==> config.mk <==
export PLATFORM = sky130hd
export DESIGN_NAME = mul_product_accumulator_flat
export DESIGN_NICKNAME = d
export VERILOG_FILES = /design/src/rtl/mul_product_accumulator_pkg.sv /design/src/rtl/mul_product_accumulator_if.sv /design/src/rtl/mul_product_accumulator.sv /design/src/flat_wrapper.sv
export SDC_FILE = /design/constraint.sdc
export NUM_CORES = 1
export LEC_CHECK = 0
export BUFFER_PORTS_ARGS = -buffer_cell sky130_fd_sc_hd__buf_2
export CORE_UTILIZATION = 40
export DETAILED_ROUTE_END_ITERATION = 8
export GPL_TIMING_DRIVEN = 0
export REMOVE_ABC_BUFFERS = 1
export SLEW_MARGIN = 20
export SYNTH_ARGS = -nofsm -noshare
export SYNTH_HDL_FRONTEND = slang
export SYNTH_SLANG_ARGS = --single-unit
export TNS_END_PERCENT = 10
==> constraint.sdc <==
create_clock -name Clock -period 3.6 [get_ports Clock]
set_clock_uncertainty 0.05 [all_clocks]
set_input_delay 0.18 -clock Clock [delete_from_list [all_inputs] [get_ports Clock]]
set_output_delay 0.18 -clock Clock [all_outputs]
set_load 0.02 [all_outputs]
==> src/rtl/mul_product_accumulator_pkg.sv <==
// Shared definitions for the product accumulator that sits behind mul4bits.
// State encoding and the multiplier's product width live here.
package mul_product_accumulator_pkg;

  localparam int PRODUCT_WIDTH = 16;

  // 2'd3 is never entered; the FSM treats it as IDLE.
  typedef enum logic [1:0] {
    IDLE = 2'd0,
    ACC  = 2'd1,
    DONE = 2'd2
  } state_t;

endpackage

==> src/rtl/mul_product_accumulator_if.sv <==
// Product-in / sum-out handshake bundle for mul_product_accumulator.
// The slave side is the accumulator; the master side is the surrounding datapath.
interface mul_product_accumulator_if
  import mul_product_accumulator_pkg::*;
#(
  parameter int ACC_WIDTH = 16,
  parameter int CNT_WIDTH = 3
);

  logic                     iStart;
  logic [PRODUCT_WIDTH-1:0] iProduct;
  logic                     iProductValid;
  logic                     oProductReady;
  logic [ACC_WIDTH-1:0]     oSum;
  logic                     oSumValid;
  logic                     iSumReady;
  logic                     oOverflow;
  logic                     oBusy;
  logic [CNT_WIDTH-1:0]     oCount;

  modport slave (
    input  iStart, iProduct, iProductValid, iSumReady,
    output oProductReady, oSum, oSumValid, oOverflow, oBusy, oCount
  );

  modport master (
    output iStart, iProduct, iProductValid, iSumReady,
    input  oProductReady, oSum, oSumValid, oOverflow, oBusy, oCount
  );

endinterface

==> src/rtl/mul_product_accumulator.sv <==
// Sums N_TERMS consecutive mul4bits products and presents the result with
// a valid/ready handshake; overflow flag is sticky for the operation.
//
// state | meaning
// IDLE  | waiting for iStart; last result still visible on oSum
// ACC   | accepting products until N_TERMS have been summed
// DONE  | result held until the consumer asserts iSumReady
module mul_product_accumulator
  import mul_product_accumulator_pkg::*;
#(
  parameter int N_TERMS   = 4,
  parameter int ACC_WIDTH = 16,
  localparam int CNT_WIDTH = $clog2(N_TERMS + 1)
) (
  input  logic                       Clock,
  input  logic                       Reset,
  mul_product_accumulator_if.slave   bus
);

  state_t               state;
  logic [ACC_WIDTH-1:0] acc;
  logic [CNT_WIDTH-1:0] cnt;
  logic                 ovf;
  logic [ACC_WIDTH:0]   sum_ext;

  // One extra bit so the carry out of the accumulator is visible.
  assign sum_ext = {1'b0, acc}
                 + {{(ACC_WIDTH + 1 - PRODUCT_WIDTH){1'b0}}, bus.iProduct};

  always_ff @(posedge Clock) begin
    if (!Reset) begin
      state <= IDLE;
      acc   <= '0;
      cnt   <= '0;
      ovf   <= 1'b0;
    end else begin
      case (state)
        IDLE: begin
          if (bus.iStart) begin
            state <= ACC;
            acc   <= '0;
            cnt   <= '0;
            ovf   <= 1'b0;
          end
        end
        ACC: begin
          if (bus.iProductValid) begin
            acc <= sum_ext[ACC_WIDTH-1:0];
            cnt <= cnt + CNT_WIDTH'(1);
            if (sum_ext[ACC_WIDTH]) ovf <= 1'b1;
            if (cnt == CNT_WIDTH'(N_TERMS - 1)) state <= DONE;
          end
        end
        DONE: begin
          if (bus.iSumReady) state <= IDLE;
        end
        default: state <= IDLE;
      endcase
    end
  end

  assign bus.oProductReady = (state == ACC);
  assign bus.oSumValid     = (state == DONE);
  assign bus.oBusy         = (state == ACC) || (state == DONE);
  assign bus.oSum          = acc;
  assign bus.oOverflow     = ovf;
  assign bus.oCount        = cnt;

endmodule

==> src/flat_wrapper.sv <==
// flat-port wrapper written by rule: the top's interface ports become plain ports
module mul_product_accumulator_flat import mul_product_accumulator_pkg::*;
#(
  parameter int N_TERMS   = 4,
  parameter int ACC_WIDTH = 16,
  localparam int CNT_WIDTH = $clog2(N_TERMS + 1)
)
  (Clock, Reset, bus_iStart, bus_iProduct, bus_iProductValid, bus_iSumReady, bus_oProductReady, bus_oSum, bus_oSumValid, bus_oOverflow, bus_oBusy, bus_oCount);
  mul_product_accumulator_if #(.ACC_WIDTH(ACC_WIDTH), .CNT_WIDTH(($clog2(N_TERMS + 1)))) bus_i ();
  input  logic Clock;
  input  logic Reset;
  input wire logic [$bits(bus_i.iStart)-1:0] bus_iStart;
  input wire logic [$bits(bus_i.iProduct)-1:0] bus_iProduct;
  input wire logic [$bits(bus_i.iProductValid)-1:0] bus_iProductValid;
  input wire logic [$bits(bus_i.iSumReady)-1:0] bus_iSumReady;
  output wire logic [$bits(bus_i.oProductReady)-1:0] bus_oProductReady;
  output wire logic [$bits(bus_i.oSum)-1:0] bus_oSum;
  output wire logic [$bits(bus_i.oSumValid)-1:0] bus_oSumValid;
  output wire logic [$bits(bus_i.oOverflow)-1:0] bus_oOverflow;
  output wire logic [$bits(bus_i.oBusy)-1:0] bus_oBusy;
  output wire logic [$bits(bus_i.oCount)-1:0] bus_oCount;
  assign bus_i.iStart = bus_iStart;
  assign bus_i.iProduct = bus_iProduct;
  assign bus_i.iProductValid = bus_iProductValid;
  assign bus_i.iSumReady = bus_iSumReady;
  assign bus_oProductReady = bus_i.oProductReady;
  assign bus_oSum = bus_i.oSum;
  assign bus_oSumValid = bus_i.oSumValid;
  assign bus_oOverflow = bus_i.oOverflow;
  assign bus_oBusy = bus_i.oBusy;
  assign bus_oCount = bus_i.oCount;
  mul_product_accumulator #(.N_TERMS(N_TERMS), .ACC_WIDTH(ACC_WIDTH)) u_core (.Clock(Clock), .Reset(Reset), .bus(bus_i));
endmodule
==> Word level (Yosys, flattened, before mapping) <==
Cells that the tools add are included.
{ "totals": {"in_bits": 21, "output_inout_bits": 23, "register_bits": 22, "word_cells": 35} }
{ "op_classes": {"reduce_logical": 6, "n_eq_ne": 8, "muxes": 15, "add_sub_neg": 2} }
{ "ops": {"columns": ["op", "n"], "rows": [
  ["16-bit 2-to-1 mux", 2],
  ["16-bit one-hot mux with 2 select lines", 1],
  ["16-bit by 16-bit adder with 17-bit output", 1],
  ["2-bit 2-to-1 mux", 4],
  ["4-bit AND reduction", 2],
  ["3-bit 2-to-1 mux", 2],
  ["2-bit != test, second input constant", 3],
  ["2-bit one-hot mux with 3 select lines", 1],
  ["3-bit one-hot mux with 2 select lines", 1],
  ["2-bit by 1-bit != test with 1-bit output, second input constant", 2],
  ["3-bit by 1-bit adder with 3-bit output, second input constant", 1],
  ["3-bit by 2-bit == test with 1-bit output, second input constant", 1],
  ["1-bit 2-to-1 mux", 3],
  ["3-bit AND reduction", 1],
  ["2-bit by 1-bit == test with 1-bit output, second input constant", 1],
  ["2-bit == test, second input constant", 1],
  ["2-bit zero test", 1],
  ["1-bit one-hot mux with 2 select lines", 1],
  ["2-bit nonzero test", 1],
  ["1-bit logical OR", 1]
]} }

==> Longest topological paths before layout <==
Gate-level depths: netlist of the first run.
{ "depth": {"depth_word": 4, "ltp_mapped": 9, "depth_no_buf": 9} }

==> Least setup slack after synthesis of the first run <==
OpenSTA, ideal clock, no wires.
{ "synth_timing": {"path_type": "register to register", "startpoint": "register u_core.acc[0] (netlist: u_core.bus.oSum[0])", "endpoint": "register u_core.acc[10] (netlist: u_core.bus.oSum[10])", "arrival_time_ns": 2.024, "stages_incl_launch_ff": 10, "setup_slack_ns": 1.438, "synth_period_minus_slack_ns": 2.162, "required_ns": 3.463, "n_path_buf": 0, "setup_ns": 0.087, "cell_sequence": "dfxtp_1 -> ha_1 -> inv_1 -> fa_1 -> nor2b_4 -> o31a_1 -> o21ai_2 -> a211oi_1 -> nor3_1 -> o31ai_1"} }
{ "synth_via": {"elab_chain_cells": 3} }
{ "synth_rtl": {"columns": ["element", "line", "rtl"], "rows": [
  ["start: declaration", "mul_product_accumulator.sv:21", "logic [ACC_WIDTH-1:0] acc;"],
  ["start signal: assignment", "mul_product_accumulator.sv:48", "acc <= sum_ext[ACC_WIDTH-1:0];"],
  ["16-bit by 16-bit adder with 17-bit output", "mul_product_accumulator.sv:28", "+ {{(ACC_WIDTH + 1 - PRODUCT_WIDTH){1'b0}}, bus.iProduct};"],
  ["16-bit 2-to-1 mux", "mul_product_accumulator.sv:47", "if (bus.iProductValid) begin"],
  ["16-bit one-hot mux with 2 select lines", "mul_product_accumulator.sv:37", "case (state)"]
]} }
No other way between the ends. The select of a mux whose other input is x is not followed.
A chain may end at the register's enable or synchronous reset.

==> Worst setup path in the final report of the first run <==
Ends and elaborated chain as after synthesis.

==> results of run 1 <==
-- metal layers --
metal / wire (µm) / vias up / global-route usage / share of wire
li1: - / 771 / - / -
met1: 1750 / 627 / 0.233 / 0.51
met2: 1460 / 33 / 0.293 / 0.43
met3: 142 / 5 / 0.0260 / 0.042
met4: 51 / 0 / 0.0652 / 0.015
met5: 0 / - / 0 / 0
-- critical path: cells and delay by family, from the launching register on --
family	cells	cell delay, ns
buf+inv	1	0.07
simple gates	2	0.22
flops	1	0.35
compound gates	4	0.84
fa+ha+maj	2	0.65
-- final cells by class --
cell class / instances / area, µm² / share of cell area
well taps: 48 / 60.1 / 0.0314
repair buffers: 43 / 215 / 0.112
multi-input cells: 158 / 1130 / 0.589
inverters: 8 / 30.0 / 0.0157
clock buffers: 3 / 41.3 / 0.0216
flip-flops and latches: 22 / 440 / 0.230
-- through the flow --
step                      hold WS, ns  instance area [µm²]  worst slack (ns)
final                           0.187                 1910              1.33
after global routing            0.195                 1910              1.15
after CTS                       0.181                 1910              1.31
after detailed placement        0.407                 1870              1.38
after global placement          0.405                 1870              1.33
after floorplan                 0.252                 1600              1.44
-- cells in the final DEF, fill, tap and decap left out, drive strengths merged, types with 4 or more instances in the layout --
cell,n
a211oi,4
nor2b,9
nor3,4
and2,4
o21ai,17
nand2,25
xnor2,7
a21oi,23
inv,8
nor2,7
a22oi,4
dfxtp,22
xor2,4
buf,43
o211ai,4
ha,21
-- kinds of logic after synthesis --
group | after synthesis
and+or+nand+nor | 58
buffers and inverters | 11
muxes | 2
DFF | 22
AOI/OAI and AO/OA | 65
xor gates and xnor gates | 11
adders and majority gates | 22
-- worst paths after layout --
path                  startpoint                  end  slack (ns)
max reg2reg   u_core.bus.oSum[0]  u_core.bus.oSum[10]        1.33
min reg2reg  u_core.bus.oSum[13]  u_core.bus.oSum[13]        0.41
min            bus_iProductValid   u_core.bus.oSum[2]        0.19
max           u_core.bus.oSum[0]  u_core.bus.oSum[10]        1.33
-- flip-flops by register name (all words and copies together), names as in the netlist --
name	flops
u_core.bus.oSum	16
u_core.bus.oCount	3
u_core.bus.oOverflow	1
u_core.state	2
-- power by group through the flow --
stage | combinational [mW] | clock [mW] | sequential [mW]
3_3_place_gp | 0.427 | 0 | 0.300
3_5_place_dp | 0.427 | 0 | 0.300
5_1_grt | 0.477 | 0.178 | 0.298
6_report | 0.425 | 0.155 | 0.294
4_1_cts | 0.430 | 0.164 | 0.294
2_1_floorplan | 0.297 | 0 | 0.321
==> impl_metrics.py, run 1 <==
metrics = {
    "finish": {
        "drive_above_1_share": 0.256,
        "area_growth_pct": 18.9,
        "fillCellCount": 384,
        "final_nets": 279,
        "antenna_cells": 0,
        "final_cells": 282,
        "fin_util": 0.508,
    },
    "cts": {
        "numCtsBuffers": 3,
        "clkTransAtPathRegs_ns": 0.08,
        "postCtsSetupRepairBufs": 0,
        "cts_root_buffer": "clkbuf_8",
        "htreeDepth": 1,
        "tritoncts": "done",
        "cts.sinks": 22,
        "clk_latency_ns": 0.27,
        "clockBufferDepth": 2,
        "cts_hold_buf": 0,
        "ctsResizeCount": 0,
    },
    "power_and_ir_drop": {
        "internal-power_mw": 0.504,
        "seq_power_share": 0.336,
        "p_clk_frac": 0.178,
        "ir_drop_mv": 0.158,
        "swShare": 0.423,
        "power.total_mw": 0.874,
        "p_sw_mw": 0.370,
        "comb_power_share": 0.486,
        "p_leak_nw": 0.863,
        "power_density_nw_per_um2": 457,
    },
    "yosys": {
        "synth-xor-area-share": 0.0598,
        "synth-async-reset-ratio": 0,
        "syn_area_um2": 1610,
        "synthTopCellsByArea": "dfxtp_1 27%, ha_1 16%, a21oi_1 5.9%",
        "avgSynthCellArea_um2": 8.43,
        "synth_top_area_frac": 0.274,
        "synthCells": 191,
        "synth-adder-area-share": 0.176,
        "ys_warn_count": 0,
        "synth_simple_gate_area_frac": 0.176,
        "yosysSeqAreaShare": 0.274,
        "yosysMostFrequentCell": "nand2_1",
        "synth_commonest_cells": "25 x nand2_1, 22 x dfxtp_1, 21 x ha_1",
        "synth_cell_types": 39,
        "synth_top_family_by_area": "compound AO/OA/AOI/OAI gates",
        "ys_ff_latch": 22,
        "synth_compound_area_frac": 0.277,
        "synth_edf_count": 0,
        "synthMuxAreaShare": 0.0124,
        "ys.flop_type": "dfxtp_1",
        "synth_area_leader_cell": "dfxtp_1",
    },
    "place": {
        "dpl.hpwl_mm": 2.63,
        "gp_congestion": 0.854,
        "numPortBuffers": 43,
        "place_inst": 279,
    },
    "drt": {
        "antenna_left": 0,
        "drt_first_pass_iters": 4,
        "drtIter0Drc": 51,
        "avgRoutedWirePerCell_um": 12.1,
        "drc": 0,
        "wirelength_mm": 3.40,
        "vias": 1436,
        "via_per_inst": 5.09,
    },
    "setup_path": {
        "slowest_delay_ns": 0.43,
        "critPathSlowestCell": "fa_1",
        "startpoint_type": "flip-flop",
        "cp.arrival_ns": 2.39,
        "worst-r2r-cell-count": 9,
        "critPathKind": "flip-flop to flip-flop",
        "crit_path_cell_trace": "ha_1 -> inv_1 -> fa_1 -> nor2b_4 -> o31a_1 -> o21ai_2 -> a211oi_1 -> nor3_1 -> o31ai_1",
        "cp-end-kind": "flip-flop",
        "path_max_fanout": 3,
        "critPathRequiredTime_ns": 3.73,
    },
    "sta": {
        "maxSlewHeadroom": 0.683,
        "maxSlewViolCount": 0,
        "max_freq_mhz": 441,
        "fin_crit_ns": 2.27,
        "finalHoldViolations": 0,
        "rsz0062_at_grt": "false",
        "worstMarginPinSlew_ns": 0.473,
        "finalSetupViolCount": 0,
        "setup-tns-final_ns": 0,
        "fin_crit_sh": 0.630,
    },
    "min_path": {
        "hold_depth": 3,
        "min_path_type": "input port to flip-flop",
    },
    "run": {
        "drv_cap": 0,
    },
    "global_route": {
        "antenna_found_initial": 0,
        "grt_usage": 0.178,
        "grt_pass1_vias": 1347,
        "grt_overflow_total": 0,
        "grt_max_degree": 15,
        "grt_pass1_wl_mm": 5.82,
    },
    "run_status": {
        "status": "complete, no violations",
    },
    "die": {
        "dieWidth_um": 65.5,
        "chipHeight_um": 65.5,
        "num_rows": 22,
        "ios": 44,
        "dieArea_um2": 4280,
        "core-area_um2": 3770,
        "start_util": 0.427,
    },
}
Power figures use the tool's default switching activity.
==> run 2: changes to the inputs <==
- clock period: 3.6 -> 2.1 ns (I/O delays scaled with it)
==> impl_metrics.py, run 2 (synthesized netlist as in run 1, its figures left out) <==
metrics = {
    "drt": {
        "avgRoutedWirePerCell_um": 12.2,
        "vias": 1444,
        "drt_first_pass_iters": 4,
        "via_per_inst": 5.10,
        "drc": 0,
        "wirelength_mm": 3.46,
        "drtIter0Drc": 59,
        "antenna_left": 0,
    },
    "global_route": {
        "grt_pass1_vias": 1351,
        "grt_pass1_wl_mm": 5.89,
        "grt_overflow_total": 0,
        "antenna_found_initial": 0,
        "grt_max_degree": 15,
        "grt_usage": 0.180,
    },
    "place": {
        "numPortBuffers": 43,
        "dpl.hpwl_mm": 2.63,
        "place_inst": 279,
        "place_area_um2": 1870,
        "gp_congestion": 0.854,
    },
    "finish": {
        "final_cells": 283,
        "final_common_cell": "buf_2",
        "antenna_cells": 0,
        "final_nets": 280,
        "area_growth_pct": 21.6,
        "fillCellCount": 381,
        "mostFrequentLayoutCells": "43 x buf_2, 24 x nand2_1, 21 x dfxtp_1",
        "final_cell_area_um2": 1960,
        "fin_util": 0.519,
        "largest_reg_flops": 16,
        "drive_above_1_share": 0.298,
    },
    "sta": {
        "fin_crit_ns": 2.01,
        "rsz0062_at_grt": "true",
        "finalHoldViolations": 0,
        "maxSlewHeadroom": 0.680,
        "fin_crit_sh": 0.957,
        "finalSetupViolCount": 0,
        "worstMarginPinSlew_ns": 0.479,
        "max_freq_mhz": 498,
        "maxSlewViolCount": 0,
    },
    "cts": {
        "cts.sinks": 22,
        "clockBufferDepth": 2,
        "cts_hold_buf": 0,
        "htreeDepth": 1,
        "numCtsBuffers": 3,
        "tritoncts": "done",
        "clk_latency_ns": 0.26,
        "clkTransAtPathRegs_ns": 0.08,
        "cts_root_buffer": "clkbuf_8",
    },
    "die": {
        "start_util": 0.427,
        "num_rows": 22,
        "dieArea_um2": 4280,
        "core-area_um2": 3770,
        "ios": 44,
        "chipHeight_um": 65.5,
        "dieWidth_um": 65.5,
    },
    "power_and_ir_drop": {
        "p_leak_nw": 0.871,
        "p_sw_mw": 0.639,
        "ir_drop_mv": 0.271,
        "internal-power_mw": 0.872,
        "swShare": 0.423,
        "comb_power_share": 0.492,
        "power_density_nw_per_um2": 772,
        "seq_power_share": 0.334,
        "p_clk_frac": 0.175,
    },
    "run": {
        "drv_cap": 0,
    },
    "setup_path": {
        "critPathRequiredTime_ns": 2.23,
        "startpoint_type": "flip-flop",
        "path_max_fanout": 3,
        "cp-end-kind": "flip-flop",
        "cp.arrival_ns": 2.13,
        "r2r_slack_ns": 0.09,
        "critPathKind": "flip-flop to flip-flop",
    },
    "min_path": {
        "min_path_type": "input port to flip-flop",
    },
    "run_status": {
        "status": "complete, no violations",
    },
}
## run 2: final cells by class
| class | instances | area [µm²] | area share |
|---|---|---|---|
| clock buffers | 3 | 41.3 | 0.0211 |
| inverters | 8 | 30.0 | 0.0153 |
| multi-input cells | 158 | 1160 | 0.592 |
| flip-flops and latches | 22 | 444 | 0.227 |
| well taps | 48 | 60.1 | 0.0307 |
| repair buffers | 44 | 223 | 0.114 |
## run 2: power by group through the flow
stage                     Combinational (mW)  Sequential (mW)  Clock, mW
after detailed placement               0.733            0.514          0
after global routing                   0.832            0.512      0.304
after global placement                 0.731            0.514          0
after floorplan                        0.510            0.550          0
after CTS                              0.742            0.505      0.281
final                                  0.743            0.505      0.264
## run 2: repair_timing
item / 4_1_cts / 5_1_grt
setup buffers: 1 / 0
endpoints found under the setup margin: 3 / 9
gates resized for setup: 4 / 7
pin swaps: 3 / 6
## run 2: stage by stage
step	setup slack, ns	TNS, ns	power, mW	hold slack (ns)
after global placement	-0.173	-0.206	1.25	0.397
after floorplan	-0.0618	-0.0640	1.06	0.177
after CTS	0.00183	0	1.53	0.106
after detailed placement	-0.123	-0.157	1.25	0.397
final	0.0905	0	1.51	0.119
after global routing	-0.0275	-0.0379	1.65	0.120
## run 2: final timing paths
kind,start,to,cells past startpoint
hold reg to reg,u_core.bus.oSum[13],u_core.bus.oSum[13],2
setup reg to reg,u_core.bus.oSum[0],u_core.bus.oSum[10],9
setup / recovery,u_core.bus.oSum[0],u_core.bus.oSum[10],9
hold / removal,bus_iProductValid,u_core.bus.oSum[2],3
## run 2: worst max-delay path, cell delays in order, from the launching register on
cell and delay [ns]:
dfxtp_4 0.37, ha_4 0.13, inv_2 0.04, fa_2 0.38, nor2b_4 0.12, o31a_1 0.21, o21ai_2 0.11, a211oi_2 0.24
nor3_1 0.08, o31ai_1 0.19
## run 2: layer usage
layer | part of all wire | GRT usage | wire, µm | vias to the layer above
li1 | - | - | - | 773
met1 | 0.51 | 0.236 | 1780 | 636
met2 | 0.43 | 0.298 | 1490 | 30
met3 | 0.039 | 0.0260 | 135 | 5
met4 | 0.015 | 0.0652 | 51 | 0
met5 | 0 | 0 | 0 | -
==> run 3: changes to the inputs <==
- CORE_UTILIZATION: 40 -> 35
==> impl_metrics.py, run 3 (synthesized netlist as in run 1, its figures left out) <==
metrics = {
    "run_status": {
        "status": "complete, no violations",
    },
    "drt": {
        "drtIter0Drc": 46,
        "via_per_inst": 5.13,
        "avgRoutedWirePerCell_um": 12.5,
        "vias": 1482,
        "wirelength_mm": 3.60,
        "antenna_left": 0,
        "drc": 0,
        "drt_first_pass_iters": 4,
    },
    "die": {
        "dieWidth_um": 69.8,
        "ios": 44,
        "chipHeight_um": 69.8,
        "start_util": 0.367,
        "dieArea_um2": 4880,
        "core-area_um2": 4380,
        "num_rows": 24,
    },
    "power_and_ir_drop": {
        "power_density_nw_per_um2": 831,
        "comb_power_share": 0.444,
        "ir_drop_mv": 0.602,
        "p_sw_mw": 0.652,
        "seq_power_share": 0.308,
        "swShare": 0.396,
        "p_clk_frac": 0.248,
        "internal-power_mw": 0.993,
        "p_leak_nw": 0.887,
    },
    "cts": {
        "cts_root_buffer": "clkbuf_8",
        "tritoncts": "done",
        "htreeDepth": 1,
        "clk_latency_ns": 0.27,
        "clockBufferDepth": 2,
        "cts.sinks": 22,
        "clkTransAtPathRegs_ns": 0.09,
        "numCtsBuffers": 3,
        "cts_hold_buf": 0,
    },
    "sta": {
        "worstMarginPinSlew_ns": 0.490,
        "maxSlewViolCount": 0,
        "max_freq_mhz": 483,
        "fin_crit_ns": 2.07,
        "fin_crit_sh": 0.986,
        "finalSetupViolCount": 0,
        "finalHoldViolations": 0,
        "maxSlewHeadroom": 0.673,
        "rsz0062_at_grt": "true",
    },
    "setup_path": {
        "critPathKind": "flip-flop to flip-flop",
        "critPathSlowestCell": "fa_2",
        "r2r_slack_ns": 0.03,
        "slowest_delay_ns": 0.37,
        "path_delay_family": "compound AO/OA/AOI/OAI gates",
        "cp.buffers_inverters": 1,
        "critPathRequiredTime_ns": 2.23,
        "startpoint_type": "flip-flop",
        "cp.arrival_ns": 2.20,
        "crit_path_cell_trace": "ha_2 -> inv_1 -> fa_2 -> nor2b_4 -> o31a_1 -> o21ai_2 -> a211oi_2 -> nor3_1 -> o31ai_1",
        "path_max_fanout": 3,
        "cp-end-kind": "flip-flop",
    },
    "min_path": {
        "min_path_type": "input port to flip-flop",
    },
    "global_route": {
        "grt_overflow_total": 0,
        "grt_pass1_wl_mm": 6.26,
        "grt_max_degree": 15,
        "grt_pass1_vias": 1423,
        "antenna_found_initial": 0,
        "grt_usage": 0.156,
    },
    "place": {
        "gp_congestion": 0.798,
        "place_area_um2": 1880,
        "numPortBuffers": 43,
        "dpl.hpwl_mm": 2.72,
        "place_inst": 283,
    },
    "finish": {
        "final_nets": 281,
        "final_cell_area_um2": 1980,
        "final_common_cell": "buf_2",
        "area_growth_pct": 22.9,
        "drive_above_1_share": 0.287,
        "final_cells": 289,
        "largest_reg_flops": 16,
        "antenna_cells": 0,
        "fin_util": 0.451,
        "mostFrequentLayoutCells": "43 x buf_2, 25 x nand2_1, 21 x dfxtp_1",
    },
    "run": {
        "drv_cap": 0,
    },
}
[run 3: final cells by class]
| type | instances | area (µm²) |
|---|---|---|
| fill | 466 | 2400 |
| multi-input combinational | 158 | 1140 |
| sequential | 22 | 442 |
| timing repair buffer | 45 | 230 |
| tap | 52 | 65.1 |
| clock buffer | 3 | 41.3 |
| clock inverter | 1 | 30.0 |
| inverter | 8 | 30.0 |
[run 3: worst paths after layout]
path / to / startpoint / depth (start not counted)
hold / removal: u_core.bus.oSum[2] / bus_iProductValid / 3
setup / recovery: u_core.bus.oSum[10] / u_core.bus.oSum[0] / 9
hold reg to reg: u_core.bus.oSum[12] / u_core.bus.oSum[12] / 2
setup reg to reg: u_core.bus.oSum[10] / u_core.bus.oSum[0] / 9
[run 3: tightest hold or removal path, cell delays in order]
cell and delay, ns:
buf_2 0.13, nand4_1 0.08, a21boi_0 0.07
[run 3: per-stage QoR]
step | hold slack [ns] | setup slack [ns] | setup TNS [ns] | total power [mW]
3_5_place_dp | 0.401 | -0.112 | -0.154 | 1.24
6_report | 0.112 | 0.0302 | 0 | 1.65
3_3_place_gp | 0.397 | -0.142 | -0.194 | 1.24
2_1_floorplan | 0.177 | -0.0618 | -0.0640 | 1.06
5_1_grt | 0.131 | -0.0590 | -0.475 | 1.78
4_1_cts | 0.104 | 0.00893 | 0 | 1.67
[run 3: metal layers]
layer / track usage / vias to the layer above / wire length (µm) / part of all wire
met2: 0.272 / 33 / 1660 / 0.46
met5: 0 / - / 0 / 0
met4: 0.0267 / 0 / 17 / 0.0047
li1: - / 778 / - / -
met3: 0.0320 / 2 / 134 / 0.037
met1: 0.200 / 669 / 1790 / 0.50
[run 3: power groups by stage]
stage	sequential (mW)	clock [mW]	combinational, mW
after floorplan	0.550	0	0.510
after global placement	0.515	0	0.722
after detailed placement	0.517	0	0.723
after CTS	0.508	0.424	0.734
after global routing	0.516	0.436	0.823
final	0.506	0.408	0.731
[run 3: timing repair]
item	in CTS	in global routing
setup endpoints to repair	3	10
hold endpoints to repair	0	0
setup buffers	1	1
pin swaps	3	2
gates resized for setup	4	1
